<file path="src/rtl/dll_shift_scheduler_pkg.sv">
// Shared widths, limits and tag range helper for the DLL shift scheduler.
package dll_shift_scheduler_pkg;

    // Widths inherited from the DLL and channel blocks.
    localparam int CHANNEL_ID_WIDTH    = 4;
    localparam int DLL_SHIFT_WIDTH     = 8;

    // Scheduler defaults.
    localparam int DLL_SCHED_NUM_CHAN  = 16;
    localparam int DLL_SCHED_ACC_WIDTH = 10;   // must be >= DLL_SHIFT_WIDTH+2
    localparam int DLL_SCHED_SAT_MAX   = 300;  // must be < 2**(ACC_WIDTH-1)

    // True when a tag addresses a real channel entry.
    function automatic logic tag_in_range(input int tag, input int num_chan);
        return (tag >= 0) && (tag < num_chan);
    endfunction

endpackage

</file>
<file path="src/rtl/dll_shift_scheduler_sat_add.sv">
// Combinational signed add with symmetric clamp to +/-SAT_MAX.
// The sum is formed one bit wider than the operands so it can never wrap
// before the clamp decision is made.
module dll_sat_add
    import dll_shift_scheduler_pkg::*;
#(
    parameter int ACC_W   = DLL_SCHED_ACC_WIDTH,
    parameter int SAT_MAX = DLL_SCHED_SAT_MAX
) (
    input  logic signed [ACC_W-1:0] i_a,
    input  logic signed [ACC_W-1:0] i_b,
    output logic signed [ACC_W-1:0] o_sum,
    output logic                    o_clamp_active
);

    localparam logic signed [ACC_W:0] L_POS = (ACC_W+1)'(SAT_MAX);
    localparam logic signed [ACC_W:0] L_NEG = -L_POS;

    logic signed [ACC_W:0] w_wide;

    // Widen, add, then clamp to the symmetric ceiling.
    always_comb begin
        w_wide         = {i_a[ACC_W-1], i_a} + {i_b[ACC_W-1], i_b};
        o_sum          = w_wide[ACC_W-1:0];
        o_clamp_active = 1'b0;
        if (w_wide > L_POS) begin
            o_sum          = L_POS[ACC_W-1:0];
            o_clamp_active = 1'b1;
        end else if (w_wide < L_NEG) begin
            o_sum          = L_NEG[ACC_W-1:0];
            o_clamp_active = 1'b1;
        end
    end

endmodule

</file>
<file path="src/rtl/dll_shift_scheduler.sv">
// Per-channel pending-shift store between the DLL and the code generators.
// Each DLL result is folded into its channel's saturating accumulator; a
// channel's apply request returns the accumulated shift (sign/magnitude) one
// cycle later and clears the entry.
// Handshake: apply_req/apply_req_tag are sampled on a rising edge; the
// response (apply_valid plus fields) is registered and held for exactly the
// following cycle. Every request with reset low gets exactly one response;
// there is no back-pressure, so one request per cycle is accepted.
module dll_shift_scheduler
    import dll_shift_scheduler_pkg::*;
#(
    parameter int NUM_CHAN = DLL_SCHED_NUM_CHAN,
    parameter int CHAN_W   = CHANNEL_ID_WIDTH,
    parameter int SHIFT_W  = DLL_SHIFT_WIDTH,
    parameter int ACC_W    = DLL_SCHED_ACC_WIDTH,
    parameter int SAT_MAX  = DLL_SCHED_SAT_MAX
) (
    input  logic               clk,
    input  logic               global_reset,
    input  logic               result_ready,
    input  logic [CHAN_W-1:0]  result_tag,
    input  logic               shift_direction,
    input  logic [SHIFT_W-1:0] shift_amount,
    input  logic               flush,
    input  logic [CHAN_W-1:0]  flush_tag,
    input  logic               apply_req,
    input  logic [CHAN_W-1:0]  apply_req_tag,
    output logic               apply_valid,
    output logic [CHAN_W-1:0]  apply_tag,
    output logic               apply_dir,
    output logic [ACC_W-2:0]   apply_amount,
    output logic               apply_pending,
    output logic               apply_sat
);

    // Entry storage: flops, so a read and a write of one tag can share a cycle.
    logic signed [ACC_W-1:0] r_acc [NUM_CHAN];
    logic [NUM_CHAN-1:0]     r_pend;
    logic [NUM_CHAN-1:0]     r_sat;

    logic                    r_apply_valid;
    logic [CHAN_W-1:0]       r_apply_tag;
    logic                    r_apply_dir;
    logic [ACC_W-2:0]        r_apply_amount;
    logic                    r_apply_pending;
    logic                    r_apply_sat;

    logic                    w_res_hit;
    logic                    w_app_hit;
    logic                    w_app_flushed;
    logic                    w_same_tag;
    logic [ACC_W-1:0]        w_amt_ext;
    logic signed [ACC_W-1:0] w_delta;
    logic signed [ACC_W-1:0] w_res_cur_acc;
    logic signed [ACC_W-1:0] w_add_a;
    logic signed [ACC_W-1:0] w_sum;
    logic                    w_clamp;
    logic signed [ACC_W-1:0] w_app_acc;
    logic                    w_app_pend;
    logic                    w_app_sat;
    logic [ACC_W-2:0]        w_app_mag;

    // Qualify the three request ports; a flush of the same tag kills the result.
    always_comb begin
        w_app_hit     = apply_req && tag_in_range(int'(apply_req_tag), NUM_CHAN);
        w_app_flushed = flush && (flush_tag == apply_req_tag);
        w_res_hit     = result_ready && tag_in_range(int'(result_tag), NUM_CHAN)
                        && !(flush && (flush_tag == result_tag));
        w_same_tag    = w_app_hit && (apply_req_tag == result_tag);
        w_amt_ext     = {{(ACC_W-SHIFT_W){1'b0}}, shift_amount};
        w_delta       = shift_direction ? -$signed(w_amt_ext) : $signed(w_amt_ext);
    end

    // Read muxes for the result and apply tags (out-of-range reads give zero).
    always_comb begin
        w_res_cur_acc = '0;
        w_app_acc     = '0;
        w_app_pend    = 1'b0;
        w_app_sat     = 1'b0;
        for (int i = 0; i < NUM_CHAN; i++) begin
            if (result_tag == CHAN_W'(i)) begin
                w_res_cur_acc = r_acc[i];
            end
            if (apply_req_tag == CHAN_W'(i)) begin
                w_app_acc  = r_acc[i];
                w_app_pend = r_pend[i];
                w_app_sat  = r_sat[i];
            end
        end
    end

    // A result landing on an entry that is being read this cycle starts from zero.
    always_comb begin
        w_add_a   = w_same_tag ? '0 : w_res_cur_acc;
        w_app_mag = w_app_acc[ACC_W-1] ? (ACC_W-1)'(-w_app_acc) : w_app_acc[ACC_W-2:0];
    end

    dll_sat_add #(
        .ACC_W   (ACC_W),
        .SAT_MAX (SAT_MAX)
    ) u_sat_add (
        .i_a            (w_add_a),
        .i_b            (w_delta),
        .o_sum          (w_sum),
        .o_clamp_active (w_clamp)
    );

    // Entry update: flush beats result, result beats a plain read-clear.
    always_ff @(posedge clk) begin
        if (global_reset) begin
            for (int i = 0; i < NUM_CHAN; i++) begin
                r_acc[i]  <= '0;
                r_pend[i] <= 1'b0;
                r_sat[i]  <= 1'b0;
            end
        end else begin
            for (int i = 0; i < NUM_CHAN; i++) begin
                if (flush && (flush_tag == CHAN_W'(i))) begin
                    r_acc[i]  <= '0;
                    r_pend[i] <= 1'b0;
                    r_sat[i]  <= 1'b0;
                end else if (w_res_hit && (result_tag == CHAN_W'(i))) begin
                    r_acc[i]  <= w_sum;
                    r_pend[i] <= 1'b1;
                    r_sat[i]  <= (w_same_tag ? 1'b0 : r_sat[i]) | w_clamp;
                end else if (w_app_hit && (apply_req_tag == CHAN_W'(i))) begin
                    r_acc[i]  <= '0;
                    r_pend[i] <= 1'b0;
                    r_sat[i]  <= 1'b0;
                end
            end
        end
    end

    // Registered response: pre-clear contents, or zeros for flushed/invalid tags.
    always_ff @(posedge clk) begin
        if (global_reset || !apply_req) begin
            r_apply_valid   <= 1'b0;
            r_apply_tag     <= '0;
            r_apply_dir     <= 1'b0;
            r_apply_amount  <= '0;
            r_apply_pending <= 1'b0;
            r_apply_sat     <= 1'b0;
        end else begin
            r_apply_valid <= 1'b1;
            r_apply_tag   <= apply_req_tag;
            if (w_app_hit && !w_app_flushed) begin
                r_apply_dir     <= w_app_acc[ACC_W-1];
                r_apply_amount  <= w_app_mag;
                r_apply_pending <= w_app_pend;
                r_apply_sat     <= w_app_sat;
            end else begin
                r_apply_dir     <= 1'b0;
                r_apply_amount  <= '0;
                r_apply_pending <= 1'b0;
                r_apply_sat     <= 1'b0;
            end
        end
    end

    assign apply_valid   = r_apply_valid;
    assign apply_tag     = r_apply_tag;
    assign apply_dir     = r_apply_dir;
    assign apply_amount  = r_apply_amount;
    assign apply_pending = r_apply_pending;
    assign apply_sat     = r_apply_sat;

endmodule
</file>
<file path="config.mk">
export PLATFORM = sky130hd
export DESIGN_NAME = dll_shift_scheduler
export DESIGN_NICKNAME = d
export VERILOG_FILES = /design/src/rtl/dll_shift_scheduler_pkg.sv /design/src/rtl/dll_shift_scheduler_sat_add.sv /design/src/rtl/dll_shift_scheduler.sv
export SDC_FILE = /design/constraint.sdc
export NUM_CORES = 1
export LEC_CHECK = 0
export CORE_AREA = 8 8 211 163
export DETAILED_ROUTE_END_ITERATION = 8
export DIE_AREA = 0 0 219 171
export SLEW_MARGIN = 5
export SYNTH_ARGS = -nofsm -noshare
export SYNTH_HDL_FRONTEND = slang
export SYNTH_SLANG_ARGS = --single-unit
</file>
<file path="constraint.sdc">
create_clock -name clk -period 5.65 [get_ports clk]
set_clock_uncertainty 0.1 [all_clocks]
set_input_delay 1.13 -clock clk [delete_from_list [all_inputs] [get_ports clk]]
set_output_delay 1.13 -clock clk [all_outputs]
set_load 0.02 [all_outputs]
</file>
# After elaboration in Yosys (flattened, before gate mapping)

Memories as Yosys holds them, arrays and structs flattened.
Cells that the tools add are included.

Memories: 1
Logic and storage cells: 628
Latch bits: 0
Input port bits: 26
Register bits after elaboration: 49
Memory bits (writable): 160
Output and inout port bits: 17
Bits in read-only memories: 0

Div/mod/pow operators: 0
$add $sub $neg: 3
Reduce and logical (&&, ||, !) cells: 93
Bitwise gates (word level): 65
Eq/ne operators: 48
Shifts and indexed selects: 0
Muxes and demuxes: 378
Order comparisons: 2
Multipliers: 0

Memory list:

| memory | words | bits a word | rd ports | clocked after memory_dff | write ports | RTL line                  | RTL |
|---|---|---|---|---|---|---|---|
| r_acc  | 16    | 10          | 16       | 0                        | 16          | dll_shift_scheduler.sv:37 | `logic signed [ACC_W-1:0] r_acc [NUM_CHAN];` |

Operators with widths:

| operator                                                                           | number |
|---|---|
| 10-bit 2-to-1 mux                                                                  | 84 |
| 1-bit 2-to-1 mux                                                                   | 293 |
| 4-bit equality test (second input constant)                                        | 24 |
| 1-bit bitwise OR                                                                   | 64 |
| 1-bit logical AND                                                                  | 53 |
| 4-bit by 3-bit equality test with 1-bit output (second input constant)             | 12 |
| 2-bit OR reduction                                                                 | 17 |
| 2-bit nonzero test                                                                 | 16 |
| 4-bit by 2-bit equality test with 1-bit output (second input constant)             | 6 |
| 4-bit by 1-bit equality test with 1-bit output (second input constant)             | 3 |
| 4-bit equality test                                                                | 3 |
| 4-bit zero test                                                                    | 3 |
| 10-bit by 10-bit adder with 11-bit output                                          | 1 |
| 11-bit by 10-bit greater-than comparator with 1-bit output (second input constant) | 1 |
| 11-bit by 10-bit < comparator with 1-bit output (second input constant)            | 1 |
| 8-bit negation with 10-bit output                                                  | 1 |
| 9-bit 2-to-1 mux                                                                   | 1 |
| 9-bit negation                                                                     | 1 |
| 1-bit zero test                                                                    | 3 |
| 1-bit logical OR                                                                   | 1 |
| 1-bit inverter                                                                     | 1 |

# Depth between registers and ports, before layout

Gate-level depths: netlist (run 1).

Depth after elaboration: 24
Gate-level depth with buffers: 24
Gate-level depth less buffers: 19

# Modules after synthesis

From an unflattened synthesis (run 1), not the netlist that was laid out.

Cells, all modules: 1259
Area total of the unflattened synthesis: 12627.1 sq um

By module, submodules not included:

| module              | cells each | area an instance (sq um) | instances |
|---|---|---|---|
| dll_shift_scheduler | 1145       | 11745.0                  | 1 |
| dll_sat_add         | 114        | 882.1                    | 1 |

# Worst setup path before layout (run 1)

Ideal clock, no wire load.

Kind: input -> register
From: input port apply_req_tag[2]
To: memory r_acc[0][25] (netlist name) (data pin)
Buffers on the path: 6
Setup slack: -78 ps
Data arrival time: 5362 ps
Cell stages on the path: 19
Data required time: 5284 ps
Cell sequence: clkbuf_1 buf_2 buf_2 buf_2 buf_2 xor2_1 nor4_2 a311o_1 inv_1 ha_1 a21o_1 a21o_1 a2111oi_0 a311oi_2 o2111ai_1 nand3_1 a31oi_1 buf_2 nor2_1

RTL lines:

| element     | RTL line                  | RTL |
|---|---|---|
| from (decl) | dll_shift_scheduler.sv:27 | `input logic [CHAN_W-1:0] apply_req_tag,` |
| to (decl)   | dll_shift_scheduler.sv:37 |  |

==> reports/metrics.cfg, run 1 <==
[die]
initial_utilization_pct=39.5
die_w_um=219
die-area_um2=37400
fp.coreArea_um2=30800
row_count=56
io_pins=43
die_y_um=171

[clock_tree]
post-cts-setup-buffers=0
insertion_delay_ns=0.53
clockBufferDepth=3
cts_tree=built
cts_buffers=23
postCtsResizedCells=0
htreeDepth=1
cts_sinks=209
root_buffer=clkbuf_16
cts_hold_buf=0
path_clk_slew_ns=0.06

[synth]
ys_ff_latch=209
synth.avg_cell_area_um2=9.89
async_flop_share_pct=0
yosysWarnings=0
yosysSeqAreaShare_pct=47.5
syn_area_um2=12200
synth_edf_count=160
synthCells=1232
syn_nets=1271
ys_types=78
ys.flop_type=edfxtp_1

[sta]
rsz0062_at_grt=false
slew-limit-headroom_pct=39.7
timing.hold.ws_ns=0.346
fmax_mhz=182
worst_slack_ns=0.170
slew_violations=0
hold_viol=0
fin_crit_sh_pct=97.0
finalSetupViolCount=0
tightest_slew_ns=0.903
post-route-min-period_ns=5.48

[layout]
syn_to_final_growth_pct=21.2
num_antenna_cells=0
drive_gt1_share_pct=22.3
final-instance-count-excl-fill=1782
layout_common_cells=nor2_1, edfxtp_1, buf_4, nand2_1, o21ai_0
nets=1399
fillCellCount=2904
mostFrequentLayoutCell=nor2_1

[power_and_ir_drop]
p_comb_share_pct=30.6
p_int_mw=3.15
powerDensity_nw_per_um2=320
peakVddDrop_uv=201
swShare_pct=33.4
switchingPower_mw=1.58
p_seq_share_pct=37.9
leakage_nw=5.55
clkPwrFrac_pct=31.5

[worst_setup_path]
start_kind=primary input
crit_path_end_kind=flop
worstPathRequired_ns=5.89
critPathSlowestCell=a2111oi_0
cp.arrival_ns=5.72
path_cells=buf_2 -> buf_4 -> nand2b_1 -> nor2_1 -> buf_12 -> a22oi_1 -> o211ai_1 -> o21ai_0 -> a311o_1 -> inv_1 -> ha_1 -> a21o_1 -> a21o_1 -> a2111oi_0 -> a311oi_2 -> buf_4 -> a221oi_1 -> o211ai_1 -> and2_2 -> buf_12 -> nor3b_1
cpPeakStageDelay_ns=0.52
crit_type=in2reg
path_max_fanout=21

[global_routing]
grtUsageTotal_pct=24.4
overflow=0
grt_pass1_vias=10300
grt_max_degree=51
grt_first_pass_wirelength_um=68700
antenna_found_initial=1

[routing]
post-route-drc-count=0
first_pass_iters=6
wire_per_inst_um=26.3
wl_um=46800
vias=11000
via_per_inst=6.20
drtIter0Drc=1754
ant_nets=0

[placed_design]
port_buffers=42
gp_congestion=0.989
dp_hpwl_um=35200
dp_worst_setup_slack_ns=-0.512
dp_cells=1741

[run]
maxCapViolCount=0

[outcome]
outcome=completed

[hold_path]
hp-class=reg2reg

## cells by family after synthesis
group	Yosys count	share of synthesized area, %
xor gates and xnor gates	25	1.80
buffers and inverters	115	4.10
adders and majority gates	14	1.48
muxes	65	7.80
DFF	209	47.5
AOI/OAI and AO/OA	320	17.9
and+or+nand+nor	484	19.4
## registers in the layout, indices dropped and copies added (netlist names)
name,count
apply_valid,1
apply_tag,4
r_sat,16
apply_sat,1
r_pend,16
r_acc,160
apply_dir,1
apply_pending,1
apply_amount,9
## through the flow
stage	utilization [%]	instance area, um2	TNS, ns	power (mW)
after floorplan	-	12200	0	2.54
after CTS	47.7	14700	0	4.70
after detailed placement	45.3	14000	-58.09	3.22
final	47.9	14800	0	4.73
after global routing	47.9	14800	0	4.88
after global placement	45.3	14000	-47.33	3.21
## worst max-delay path, delay by kind of cell
family	cells	cell delay, ns
buf+inv	6	1.10
simple gates	4	0.93
compound gates	10	2.30
fa+ha+maj	1	0.24
## synthesized netlist by cell type, types with 5 or more instances
| cell type | n | area share (%) |
|---|---|---|
| mux4_2 | 22 | 4.1 |
| o21a_1 | 7 | 0.43 |
| a21o_1 | 6 | 0.37 |
| buf_1 | 6 | 0.18 |
| a222oi_1 | 9 | 0.74 |
| mux2_2 | 19 | 1.8 |
| or3_1 | 7 | 0.36 |
| nand2_1 | 118 | 3.6 |
| nor2_1 | 207 | 6.4 |
| o22ai_1 | 30 | 1.5 |
| a211oi_1 | 22 | 1.4 |
| xor2_1 | 11 | 0.79 |
| edfxtp_1 | 160 | 39 |
| nor3b_2 | 14 | 1.4 |
| o211ai_1 | 11 | 0.68 |
| mux2i_1 | 24 | 2.0 |
| a22oi_1 | 16 | 0.99 |
| nor3_1 | 19 | 0.78 |
| nand3_1 | 18 | 0.74 |
| nor3_2 | 17 | 1.4 |
| nor2b_1 | 21 | 1.1 |
| clkbuf_1 | 62 | 1.9 |
| buf_4 | 7 | 0.43 |
| a31oi_1 | 16 | 0.82 |
| ha_1 | 12 | 1.2 |
| buf_2 | 21 | 0.86 |
| a22o_1 | 7 | 0.50 |
| inv_1 | 16 | 0.49 |
| o221ai_1 | 5 | 0.36 |
| o31ai_1 | 5 | 0.31 |
| xnor2_1 | 14 | 1.0 |
| o21ai_0 | 75 | 3.1 |
| a221oi_1 | 13 | 0.93 |
| a221o_1 | 5 | 0.41 |
| nand2b_1 | 19 | 0.98 |
| a21oi_1 | 45 | 1.8 |
| dfxtp_1 | 49 | 8.1 |
| and2_1 | 14 | 0.72 |
## power by group through the flow
| stage | logic [mW] | registers [mW] | clock network, mW |
|---|---|---|---|
| detailed placement | 1.40 | 1.82 | 0 |
| global route | 1.52 | 1.80 | 1.56 |
| global placement | 1.40 | 1.82 | 0 |
| CTS | 1.41 | 1.79 | 1.51 |
| floorplan | 0.735 | 1.81 | 0 |
| finish | 1.45 | 1.79 | 1.49 |
## area by class of cell
cell class / instances / area (um2) / share of cell area (%)
Multi-Input combinational cell: 908 / 5980 / 40.5
Sequential cell: 209 / 5790 / 39.2
Timing Repair Buffer: 201 / 1700 / 11.5
Clock buffer: 30 / 623 / 4.22
Tap cell: 406 / 508 / 3.44
Clock inverter: 11 / 103 / 0.695
Inverter: 17 / 67.6 / 0.458
## per-layer routing
metal | up-vias | GRT usage, % | wire length, um
met3 | 84 | 6.88 | 5750
met5 | - | 0 | 13
met4 | 2 | 5.91 | 1220
li1 | 4859 | - | -
met2 | 658 | 33.7 | 18700
met1 | 5443 | 36.9 | 21200
## worst paths after layout
kind,cells past startpoint,slack [ns],to,start
worst max-delay path,21,0.17,r_acc[0][0]$_SDFFCE_PP0P_,result_tag[0]
worst min-delay path,2,0.35,r_pend[11]$_SDFFE_PP0P_,r_pend[11]$_SDFFE_PP0P_
worst max register to register,15,0.99,r_acc[0][0]$_SDFFCE_PP0P_,r_acc[0][34]$_SDFFCE_PP0P_
worst min register to register,2,0.35,r_pend[11]$_SDFFE_PP0P_,r_pend[11]$_SDFFE_PP0P_
Note: power is estimated with default switching activity, not from simulation.
==> inputs of run 2 (changes only) <==
--- a/config.mk
+++ b/config.mk
@@ -5,9 +5,13 @@
 export SDC_FILE = /design/constraint.sdc
 export NUM_CORES = 1
 export LEC_CHECK = 0
+export CELL_PAD_IN_SITES_DETAIL_PLACEMENT = 0
+export CELL_PAD_IN_SITES_GLOBAL_PLACEMENT = 1
 export CORE_AREA = 8 8 211 163
+export CTS_CLUSTER_SIZE = 24
 export DETAILED_ROUTE_END_ITERATION = 8
 export DIE_AREA = 0 0 219 171
+export PLACE_DENSITY_LB_ADDON = 0.1
 export SLEW_MARGIN = 5
 export SYNTH_ARGS = -nofsm -noshare
 export SYNTH_HDL_FRONTEND = slang
==> constraint.sdc (replaced) <==
create_clock -name clk -period 5.7 [get_ports clk]
set_clock_uncertainty 0.1 [all_clocks]
set_input_delay 1.14 -clock clk [delete_from_list [all_inputs] [get_ports clk]]
set_output_delay 1.14 -clock clk [all_outputs]
set_load 0.02 [all_outputs]
==> reports/metrics.cfg, run 2 (same netlist as run 1, synthesis figures left out) <==
[run]
maxCapViolCount=0

[worst_setup_path]
cpPeakStageDelay_ns=0.59
path_max_fanout=17
crit_path_end_kind=flop
reg2reg_depth=16
worstPathBufferInverterCount=4
crit_top_cell=buf_4
cp.depth=18
critPathSlowestCell=clkdlybuf4s50_1
path_cells=clkdlybuf4s50_1 -> nand2b_4 -> buf_4 -> nor2_1 -> buf_4 -> a221oi_1 -> a31oi_1 -> a21oi_1 -> a221oi_2 -> ha_1 -> o211a_1 -> a311o_1 -> a311oi_2 -> o2111ai_1 -> a211o_1 -> and2_2 -> buf_12 -> nor3b_1
cp.arrival_ns=5.75
worstPathRequired_ns=5.96
path_delay_family=compound AO/OA/AOI/OAI gates
start_kind=primary input
crit_type=in2reg

[power_and_ir_drop]
swShare_pct=32.4
p_int_mw=3.18
total_power_mw=4.70
clkPwrFrac_pct=31.6
powerDensity_nw_per_um2=313
leakage_nw=5.67
p_comb_share_pct=30.6
p_seq_share_pct=37.7
peakVddDrop_uv=204
switchingPower_mw=1.52

[global_routing]
grtUsageTotal_pct=24.8
grt_pass1_vias=10400
grt_first_pass_wirelength_um=68900
grt_max_degree=96
antenna_found_initial=0
overflow=0

[placed_design]
gp_congestion=0.945
dp_worst_setup_slack_ns=-0.474
port_buffers=42
dp_cells=1764
dp_hpwl_um=35500

[sta]
hold_viol=0
post-route-min-period_ns=5.49
fmax_mhz=182
tightest_slew_ns=1.22
slew_violations=0
worst_slack_ns=0.210
slew-limit-headroom_pct=18.1
rsz0062_at_grt=false
fin_crit_sh_pct=96.3
finalSetupViolCount=0
fin_tns_setup_ns=0

[layout]
top_register=r_acc
mostFrequentLayoutCell=nor2_1
fillCellCount=2907
layout_common_cells=nor2_1, buf_4, edfxtp_1, nand2_1, o21ai_0
final-instance-count-excl-fill=1805
top_regs=r_acc x160, r_pend x16, r_sat x16
largest_reg_flops=160
drive_gt1_share_pct=23.2
syn_to_final_growth_pct=23.1
nets=1422
num_antenna_cells=0

[routing]
first_pass_iters=8
vias=10800
wl_met3_um=4930
met2_length_um=19000
wl_um=47200
ant_nets=0
top_layer=met4
wl_met1_um=22100
via_per_inst=6.01
wire_per_inst_um=26.1
post-route-drc-count=0
drtIter0Drc=1415

[die]
fp.coreArea_um2=30800
die_y_um=171
io_pins=43
initial_utilization_pct=39.5
die-area_um2=37400
die_w_um=219
row_count=56

[clock_tree]
cts_sinks=209
cts_hold_buf=0
root_buffer=clkbuf_16
htreeDepth=1
path_clk_slew_ns=0.06
cts_tree=built
insertion_delay_ns=0.53
cts_buffers=23
clockBufferDepth=3

[hold_path]
whs_path_depth=2
hp-class=reg2reg

[outcome]
outcome=completed

## run 2: worst reg2reg max path, cell delays in order, from the launching register on
cell and delay (ns):
edfxtp_1 0.39, mux4_2 0.50, a222oi_1 0.37, nand2_1 0.08, o21ai_1 0.10, nand3_1 0.12
a222oi_1 0.39, nor2_1 0.11, ha_1 0.38, and2_1 0.18, a311o_1 0.28, a311oi_2 0.30
o2111ai_1 0.21, a211o_1 0.38, and2_2 0.28, buf_12 0.18, nor3b_1 0.20
## run 2: final cells by class
cell class / instances / area (um2) / share of cell area (%)
Clock buffer: 32 / 637 / 4.25
Clock inverter: 9 / 96.3 / 0.642
Inverter: 17 / 63.8 / 0.425
Multi-Input combinational cell: 908 / 6000 / 40.0
Sequential cell: 209 / 5790 / 38.6
Tap cell: 406 / 508 / 3.39
Timing Repair Buffer: 224 / 1900 / 12.7
## run 2: power by group through the flow
stage | combinational, mW | clock [mW] | sequential [mW]
after floorplan | 0.728 | 0 | 1.79
after global placement | 1.41 | 0 | 1.80
after detailed placement | 1.41 | 0 | 1.80
after CTS | 1.42 | 1.51 | 1.77
after global routing | 1.53 | 1.57 | 1.78
final | 1.44 | 1.49 | 1.77
## run 2: what timing repair did
item,4_1_cts,5_1_grt
resized for setup,0,18
buffers inserted,0,0
endpoints found under the hold margin,0,0
endpoints found under the setup margin,0,160
## run 2: per-stage QoR
stage                     hold WS [ns]  util, %  instance area [um2]
after floorplan                  0.318        -                12200
after detailed placement         0.333     46.0                14200
after global routing             0.358     48.6                15000
after CTS                        0.342     48.4                14900
final                            0.343     48.6                15000
after global placement           0.329     46.0                14200
## run 2: path summary, 6_finish.rpt
check,start,endpoint,slack [ns]
hold / removal,r_pend[3]$_SDFFE_PP0P_,r_pend[3]$_SDFFE_PP0P_,0.34
hold reg to reg,r_pend[3]$_SDFFE_PP0P_,r_pend[3]$_SDFFE_PP0P_,0.34
setup / recovery,result_tag[3],r_acc[1][0]$_SDFFCE_PP0P_,0.21
setup reg to reg,r_acc[0][37]$_SDFFCE_PP0P_,r_acc[1][0]$_SDFFCE_PP0P_,1.00
## run 2: layer usage
metal | vias up | track usage (%)
met2 | 545 | 34.6
met5 | - | 0
met1 | 5326 | 38.4
li1 | 4906 | -
met4 | 0 | 6.26
met3 | 65 | 4.64
